--- src/rtl/ifu_stream.sv ---
// Pipelined instruction fetch unit: issues word-aligned fetches over a
// valid/ready request port, buffers in-order responses as {pc, data}
// pairs and supports redirect with discard of stale responses.
//
// state | meaning
// IDLE  | no new requests issued; responses and drain continue
// RUN   | issue requests while buffer credits remain
module ifu_stream #(
  parameter int                   ISA_WIDTH = 32,
  parameter logic [ISA_WIDTH-1:0] RESET_PC  = 'h8000_0000,
  parameter int                   DEPTH     = 4
) (
  input  logic                 clk,
  input  logic                 rst,
  input  logic                 fetch_en,
  output logic                 mem_req_valid,
  input  logic                 mem_req_ready,
  output logic [ISA_WIDTH-1:0] mem_req_addr,
  input  logic                 mem_rsp_valid,
  input  logic [ISA_WIDTH-1:0] mem_rsp_data,
  input  logic                 redirect_valid,
  input  logic [ISA_WIDTH-1:0] redirect_pc,
  output logic                 inst_valid,
  input  logic                 inst_ready,
  output logic [ISA_WIDTH-1:0] inst_pc,
  output logic [ISA_WIDTH-1:0] inst_data
);

  localparam int CW = $clog2(DEPTH + 1);
  localparam int PW = $clog2(DEPTH);
  localparam logic [CW-1:0]        DEPTH_C = CW'(DEPTH);
  localparam logic [ISA_WIDTH-1:0] PC_STEP = ISA_WIDTH'(4);

  typedef enum logic {IDLE, RUN} state_e;

  state_e               state_q, state_d;
  logic [ISA_WIDTH-1:0] fetch_pc_q, fetch_pc_d;
  logic [ISA_WIDTH-1:0] rsp_pc_q, rsp_pc_d;
  logic [CW-1:0]        count_q, count_d;
  logic [CW-1:0]        inflight_q, inflight_d;
  logic [CW-1:0]        drop_q, drop_d;
  logic [PW-1:0]        wr_ptr_q, wr_ptr_d;
  logic [PW-1:0]        rd_ptr_q, rd_ptr_d;
  logic [ISA_WIDTH-1:0] fifo_pc_q   [DEPTH];
  logic [ISA_WIDTH-1:0] fifo_data_q [DEPTH];

  logic                 req_fire;
  logic                 push;
  logic                 pop;
  logic [CW:0]          credit_used;
  logic [ISA_WIDTH-1:0] redirect_aligned;
  logic                 unused_redirect_lsb;

  // Issue is credit-limited so every accepted request has a buffer slot.
  always_comb begin
    credit_used      = {1'b0, count_q} + {1'b0, inflight_q};
    mem_req_valid    = (state_q == RUN) && (credit_used < {1'b0, DEPTH_C});
    mem_req_addr     = fetch_pc_q;
    req_fire         = mem_req_valid && mem_req_ready;
    inst_valid       = (count_q != '0) && !redirect_valid;
    pop              = inst_valid && inst_ready;
    push             = mem_rsp_valid && (drop_q == '0) && !redirect_valid;
    redirect_aligned = {redirect_pc[ISA_WIDTH-1:2], 2'b00};
    inst_pc          = fifo_pc_q[rd_ptr_q];
    inst_data        = fifo_data_q[rd_ptr_q];
  end

  assign unused_redirect_lsb = ^redirect_pc[1:0];

  // Next-state logic: fetch_en alone moves between IDLE and RUN.
  always_comb begin
    state_d = state_q;
    case (state_q)
      IDLE: if (fetch_en)  state_d = RUN;
      RUN:  if (!fetch_en) state_d = IDLE;
      default: state_d = IDLE;
    endcase
  end

  // Counter, pointer and PC updates; redirect overrides everything.
  always_comb begin
    inflight_d = inflight_q + {{(CW-1){1'b0}}, req_fire}
                            - {{(CW-1){1'b0}}, mem_rsp_valid};
    fetch_pc_d = fetch_pc_q;
    rsp_pc_d   = rsp_pc_q;
    drop_d     = drop_q;
    count_d    = count_q;
    wr_ptr_d   = wr_ptr_q;
    rd_ptr_d   = rd_ptr_q;
    if (redirect_valid) begin
      // Everything still outstanding after this edge is stale.
      fetch_pc_d = redirect_aligned;
      rsp_pc_d   = redirect_aligned;
      drop_d     = inflight_d;
      count_d    = '0;
      wr_ptr_d   = '0;
      rd_ptr_d   = '0;
    end else begin
      if (req_fire) fetch_pc_d = fetch_pc_q + PC_STEP;
      if (push) begin
        rsp_pc_d = rsp_pc_q + PC_STEP;
        wr_ptr_d = wr_ptr_q + 1'b1;
      end
      if (mem_rsp_valid && (drop_q != '0)) drop_d = drop_q - 1'b1;
      if (pop) rd_ptr_d = rd_ptr_q + 1'b1;
      case ({push, pop})
        2'b10:   count_d = count_q + 1'b1;
        2'b01:   count_d = count_q - 1'b1;
        default: count_d = count_q;
      endcase
    end
  end

  // Control and pointer registers.
  always_ff @(posedge clk or negedge rst) begin
    if (!rst) begin
      state_q    <= IDLE;
      fetch_pc_q <= RESET_PC;
      rsp_pc_q   <= RESET_PC;
      count_q    <= '0;
      inflight_q <= '0;
      drop_q     <= '0;
      wr_ptr_q   <= '0;
      rd_ptr_q   <= '0;
    end else begin
      state_q    <= state_d;
      fetch_pc_q <= fetch_pc_d;
      rsp_pc_q   <= rsp_pc_d;
      count_q    <= count_d;
      inflight_q <= inflight_d;
      drop_q     <= drop_d;
      wr_ptr_q   <= wr_ptr_d;
      rd_ptr_q   <= rd_ptr_d;
    end
  end

  // Instruction buffer storage; cleared so the idle head reads as zero.
  always_ff @(posedge clk or negedge rst) begin
    if (!rst) begin
      for (int i = 0; i < DEPTH; i++) begin
        fifo_pc_q[i]   <= '0;
        fifo_data_q[i] <= '0;
      end
    end else if (push) begin
      fifo_pc_q[wr_ptr_q]   <= rsp_pc_q;
      fifo_data_q[wr_ptr_q] <= mem_rsp_data;
    end
  end

  // Credit accounting must never let a response land in a full buffer.
  always_ff @(posedge clk) begin
    if (rst && push) assert (count_q != DEPTH_C);
  end

endmodule

--- config.mk ---
export PLATFORM = sky130hd
export DESIGN_NAME = ifu_stream
export DESIGN_NICKNAME = d
export VERILOG_FILES = /design/src/rtl/ifu_stream.sv
export SDC_FILE = /design/constraint.sdc
export NUM_CORES = 1
export LEC_CHECK = 0
export CELL_PAD_IN_SITES_DETAIL_PLACEMENT = 0
export CELL_PAD_IN_SITES_GLOBAL_PLACEMENT = 2
export CORE_ASPECT_RATIO = 1.5
export CORE_MARGIN = 1.5
export CORE_UTILIZATION = 35
export DETAILED_ROUTE_END_ITERATION = 10
export MAX_ROUTING_LAYER = met4
export PLACE_DENSITY_LB_ADDON = 0.08
export SKIP_LAST_GASP = 1
export SYNTH_ARGS = -nofsm -noshare
export SYNTH_HDL_FRONTEND = slang
export SYNTH_SLANG_ARGS = --single-unit
--- constraint.sdc ---
create_clock -name clk -period 2.85 [get_ports clk]
set_input_delay 0.57 -clock clk [delete_from_list [all_inputs] [get_ports clk]]
set_output_delay 0.57 -clock clk [all_outputs]
set_load 0.005 [all_outputs]
==> results of run 1 <==
layout make-up:
type / count / area, um^2
sequential: 322 / 8070
multi-input combinational: 684 / 6670
clock buffer: 54 / 1110
inverter: 19 / 71.3
fill: 4008 / 23600
timing repair buffer: 235 / 2560
clock inverter: 8 / 75.1
tap: 570 / 713
cell families after synthesis:
logic type | Yosys count
xor+xnor | 19
buf+inv | 109
fa+ha+maj | 14
compound gates | 98
other cells | 1
flops | 322
simple gates | 228
mux | 321
repair_timing:
action | CTS | global route
endpoints found under the setup margin | 35 | 52
cloned | 1 | 3
buffers inserted | 9 | 12
resized for setup | 17 | 44
pin swaps | 0 | 1
flip-flops by register name, indices dropped and copies added (netlist names):
signal,cells
rsp_pc_q,30
inflight_q,3
count_q,3
rd_ptr_q,2
state_q,1
drop_q,3
fifo_data_q,128
fifo_pc_q,120
wr_ptr_q,2
mem_req_addr,30
synthesized netlist by cell type, types with 2 or more instances:
master,n
dfrtp_1,320
mux2_2,256
clkbuf_1,68
mux4_2,62
nand2_1,39
nor2_1,36
nand4_1,22
nand3_1,21
nor3_1,20
inv_1,19
a31oi_1,18
and4_1,17
or4_1,17
o21ai_0,14
a211oi_1,13
a21oi_1,13
o31ai_1,13
xnor2_1,13
and3_1,12
ha_1,12
nor4_1,11
buf_1,9
a311oi_1,8
nor2b_1,7
or3_1,7
buf_4,6
xor2_1,6
and2_1,5
a221oi_1,3
a41oi_1,3
buf_2,3
mux2i_1,3
nand2b_1,3
a211o_1,2
a21boi_0,2
a41o_1,2
buf_6,2
clkbuf_2,2
dfstp_2,2
fa_1,2
nor3b_1,2
o311a_1,2
or2_2,2
placed cells by master (no fill, tap or decap), types with 10 or more instances in the layout:
cell type        instances
a211oi_1                13
a21oi_1                 13
a31oi_1                 18
and3_1                  12
and4_1                  17
buf_12                  18
buf_4                   49
clkbuf_16               40
clkbuf_8                12
clkdlybuf4s50_1        113
dfrtp_1                317
dlygate4sd2_1           10
dlymetal6s2s_1          34
ha_1                    11
inv_1                   18
mux2_2                 256
mux4_2                  62
nand2_1                 35
nand3_1                 21
nand4_1                 22
nor2_1                  36
nor3_1                  20
nor4_1                  11
o21ai_0                 14
o31ai_1                 13
or4_1                   17
xnor2_1                 13
per-layer routing:
metal | global-route usage, % | vias to the layer above
li1 | - | 4538
met5 | - | -
met4 | 4.93 | 0
met2 | 32.2 | 176
met1 | 22.1 | 5224
met3 | 2.33 | 46
critical path: stages, from the launching register on:
cell and delay [ps]:
dfrtp_4 440, buf_4 160, buf_12 140, mux4_2 560
clkdlybuf4s50_1 480
worst min path at each step:
stage | to | startpoint | cells after the start | slack [ps]
after detailed placement | fifo_pc_q[63] | fifo_pc_q[63] | 1 | 490
after CTS | fifo_data_q[121] | rst | 1 | 20
final | fifo_data_q[121] | rst | 1 | 20
after global routing | fifo_data_q[25] | rst | 1 | 40
after floorplan | count_q[0] | rst | 0 | 270
after global placement | fifo_data_q[34] | fifo_data_q[34] | 1 | 480
through the flow:
step | utilization [%] | cells
global placement | 41.3 | 1805
finish | 45.0 | 1892
CTS | 44.4 | 1877
global route | 45.0 | 1892
detailed placement | 41.3 | 1805
floorplan | - | 1115
power groups by stage:
stage | sequential [mW] | combinational, mW | clock (mW)
2_1_floorplan | 5.84 | 2.34 | 0
3_3_place_gp | 6.06 | 4.26 | 0
3_5_place_dp | 6.09 | 4.30 | 0
4_1_cts | 6.01 | 4.32 | 4.81
5_1_grt | 6.13 | 4.65 | 5.01
6_report | 6.00 | 4.26 | 4.65
==> flow_summary.yaml, run 1 <==
run_status:
  status: "finished, violations left"
  violations: "setup timing"
clocking:
  cts_hold_buf: 0
  numCtsBuffers: 36
  clkTransAtPathRegs_ps: 60
  cts_max_path_buffers: 3
  clk_latency_ps: 530
  h-tree-depth: 2
  clock_sinks: 322
  clockRootBuffer: "clkbuf_16"
  cts_tree: "yes"
critical_path:
  r2r_setup_slack_ps: 350
  r2r-end: "drop_q[2]"
  startpoint_type: "register"
  rr_worst_depth: 11
  path_class: "reg -> out"
  crit_start: "rd_ptr_q[0]"
  worstPathMaxFanout: 8
  crit_arrival_ps: 2290
  cp.required_ps: 2280
  r2r-start: "count_q[2]"
  crit_end: "inst_pc[11]"
  crit_path_end_kind: "output pin"
finish:
  fin_nets: 1383
  final_layout_size_suffix_gt1_share_pct: 35.5
  num_antenna_cells: 0
  finalInstanceArea_mm2: 0.0193
  area_delta_synth_final_pct: 27.3
floorplan:
  die_h_um: 258
  initial_core_util_pct: 35.4
  die_x_um: 173
  num_rows: 93
  dieArea_mm2: 0.0445
  ioPinCount: 169
  core_mm2: 0.0428
routing:
  met3_length_mm: 1.10
  top_layer_used: "met4"
  avgViaCountPerCell: 5.28
  drt_wl_total_mm: 39.1
  antenna_left: 0
  wl_met2_mm: 20.5
  route.detailed.drc: 0
  routedLengthMet1_mm: 16.8
  wire_per_inst_um: 20.7
  via_count: 9984
  firstDrtPassIters: 4
  drtIter0Drc: 361
synthesis:
  synth.yosys.seq_area_share_pct: 53.2
  ys_ff_latch: 322
  synthXorXnorAreaFrac_pct: 1.10
  synth-compound-area-share_pct: 4.47
  syn-cell-area_mm2: 0.0151
  ys_warn_count: 0
  syn_avg_cell_area_um2: 13.6
  synth_edf_count: 0
  synth_top_area_cell: "dfrtp_1"
  synth_top_family_by_area: "multiplexers"
  synthMuxAreaShare_pct: 28.5
  synth_top_area_share_pct: 52.9
  synthDistinctLibCells: 56
  postSynthCellCount: 1112
  synth-simple-area-share_pct: 8.45
  ys_top_cells_by_area: "dfrtp_1 53%, mux2_2 19%, mux4_2 9.2%"
  synthArstFlopShare_pct: 100
  ys.flop_type: "dfrtp_1"
  synthAdderAreaFrac_pct: 1.26
timing:
  slew-limit-headroom_pct: 62.7
  finalCriticalPeriod_ps: 2860
  hold_violations: 0
  grt_setup_unrepaired: "yes"
  finalMaxSlewViolations: 0
  period_share_pct: 100
  holdWs_ps: 16.1
  setup_viol: 3
  tightest_slew_ps: 560
  fmax_mhz: 349
  tns_ps: -22.5
  finClkSkew_ps: 19.1
  final.setup.worst_slack_ps: -13.0
power_and_ir_drop:
  p_comb_share_pct: 28.6
  ir_worst_vdd_v: 0.000427
  seqPwrFrac_pct: 40.2
  power_mw: 14.9
  switching_share_pct: 26.8
  switchingPower_mw: 4.00
  power_density_mw_per_mm2: 774
  clkPwrFrac_pct: 31.2
  leakage_nw: 8.81
  p_int_mw: 10.9
placed_design:
  dpl-instance-area_mm2: 0.0177
  post-place-ws_ps: 120
  port_buffers: 162
  gp_congestion: 0.758
  hpwl_mm: 25.5
global_route:
  antenna_found_initial: 0
  grt_use_total_pct: 18.3
  grt_pass1_vias: 10700
  grt_pass1_wl_mm: 62.4
  grt-ovfl-total: 0
  grt_max_degree: 78
run:
  maxCapViolCount: 0
hold_path:
  hold_class: "in -> async"
Note: power is estimated with default switching activity, not from simulation.
==> inputs of run 2 (changes only) <==
CORE_UTILIZATION = 30   (was 35)
PLACE_DENSITY = 0.67   (was default)
PLACE_DENSITY_LB_ADDON = default   (was 0.08)
==> run 2 against run 1 <==
  * The run still ends with setup timing left
  * Utilization is 6.1 points lower
  * First-iteration DRC count decreased by 7.2%
  * Global-route usage down 2.7 points
  * Final area rose by 0.45%
  * Fmax up 0.23%
  * Via count decreased by 0.50%
  * Critical path depth down 1
  * Sequential power is essentially flat
  * Register-to-register slack got worse by 120 ps
  * Critical endpoint is now inst_pc[12]
  * Largest cell class unchanged
==> flow_summary.yaml, run 2 (synthesized netlist as in run 1, its figures left out) <==
clocking:
  cts_tree: "yes"
  clk_latency_ps: 530
  clock_sinks: 322
  h-tree-depth: 2
  clockRootBuffer: "clkbuf_16"
  numCtsBuffers: 35
  clkTransAtPathRegs_ps: 70
  cts_max_path_buffers: 3
critical_path:
  rr_worst_depth: 12
  crit_start: "rd_ptr_q[0]"
  cp.required_ps: 2280
  r2r-end: "drop_q[2]"
  startpoint_type: "register"
  worstPathMaxFanout: 13
  crit_end: "inst_pc[12]"
  crit_arrival_ps: 2290
  r2r-start: "count_q[2]"
  path_class: "reg -> out"
  crit_path_end_kind: "output pin"
  r2r_setup_slack_ps: 230
timing:
  tns_ps: -6.45
  hold_violations: 0
  finalCriticalPeriod_ps: 2860
  finalMaxSlewViolations: 0
  fmax_mhz: 350
  setup_viol: 1
  tightest_slew_ps: 561
  slew-limit-headroom_pct: 62.6
  holdWs_ps: 485
  final.setup.worst_slack_ps: -6.45
  finClkSkew_ps: 15.5
  period_share_pct: 100
  grt_setup_unrepaired: "yes"
floorplan:
  initial_core_util_pct: 30.4
  core_mm2: 0.0498
  dieArea_mm2: 0.0518
  die_x_um: 186
  num_rows: 100
  ioPinCount: 169
  die_h_um: 278
finish:
  layout_common_cells: "317 x dfrtp_1, 256 x mux2_2, 119 x clkdlybuf4s50_1"
  area_delta_synth_final_pct: 27.9
  final_util_pct: 38.9
  reg_top3: "fifo_data_q (128), fifo_pc_q (120)"
  final_common_cell: "dfrtp_1"
  num_antenna_cells: 0
  largest_reg_flops: 128
  top_register: "fifo_data_q"
  fin_nets: 1381
  final_layout_size_suffix_gt1_share_pct: 35.1
global_route:
  antenna_found_initial: 0
  grt_pass1_vias: 10700
  grt_use_total_pct: 15.6
  grt-ovfl-total: 0
  grt_pass1_wl_mm: 62.1
  grt_max_degree: 69
run_status:
  status: "finished, violations left"
  violations: "setup timing"
placed_design:
  hpwl_mm: 26.1
  gp_congestion: 0.754
  port_buffers: 162
routing:
  drtIter0Drc: 335
  avgViaCountPerCell: 5.01
  drt_wl_total_mm: 39.4
  via_count: 9934
  route.detailed.drc: 0
  antenna_left: 0
  wire_per_inst_um: 19.9
  firstDrtPassIters: 4
power_and_ir_drop:
  leakage_nw: 8.76
  ir_worst_vdd_v: 0.000312
  power_density_mw_per_mm2: 778
hold_path:
  hold_class: "in -> reg"
run:
  maxCapViolCount: 0
-- run 2: cell types whose count changed in the layout (fill, tap and decap cells not counted), moves of 2 or more --
cell,before,now
dlygate4sd2_1,10,15
dlymetal6s2s_1,34,25
nand2_2,4,0
clkbuf_16,40,38
clkdlybuf4s50_1,113,119
clkbuf_8,12,8
clkbuf_2,3,1
nand2_4,0,4
bufinv_16,1,4
-- run 2: stage by stage --
step                      std cells  total power, mW  area, um^2  worst slack (ps)
after detailed placement       1903             10.4       17800               152
after global placement         1903             10.3       17800               179
after global routing           1982             15.9       19400             -81.6
final                          1982             15.1       19400             -6.45
after floorplan                1115             8.18       15200               108
after CTS                      1971             15.3       19200              -131
-- run 2: power by group --
part           internal (mW)  switching [mW]  total (mW)
sequential              5.44           0.572        6.01
combinational           2.68            1.58        4.26
clock                   2.89            1.89        4.78
total                   11.0            4.05        15.1
-- run 2: timing repair --
action	in CTS	in global routing
cloned	1	2
pin swaps	0	1
hold buffers	1	0
buffers inserted	6	10
gates resized for setup	26	29
endpoints found under the hold margin	4	0
endpoints found under the setup margin	63	49
-- run 2: worst min path at each step --
stage	startpoint	end	depth (start not counted)
after detailed placement	fifo_data_q[108]	fifo_data_q[108]	1
after global placement	fifo_data_q[39]	fifo_data_q[39]	1
after CTS	fetch_en	state_q	1
final	fetch_en	state_q	1
after global routing	fetch_en	state_q	1
after floorplan	rst	count_q[0]	0
-- run 2: area by class of cell --
cell class,instances,area (um^2)
clock buffers,49,1030
clock inverters,11,173
fillers,4826,30400
inverters,19,71.3
multi-input cells,684,6690
flip-flops and latches,322,8070
well taps,663,830
repair buffers,234,2500
-- run 2: worst max-delay path, stage by stage (launching register included) --
cell             delay [ps]
dfrtp_4                 490
buf_8                   220
mux4_2                  520
clkdlybuf4s50_1         520
-- run 2: layer usage --
layer	vias to the layer above	track usage, %	share of wire (%)
met2	185	27.6	52
li1	4532	-	-
met5	-	-	0
met3	54	2.16	3.3
met4	0	4.44	2.3
met1	5163	18.5	42
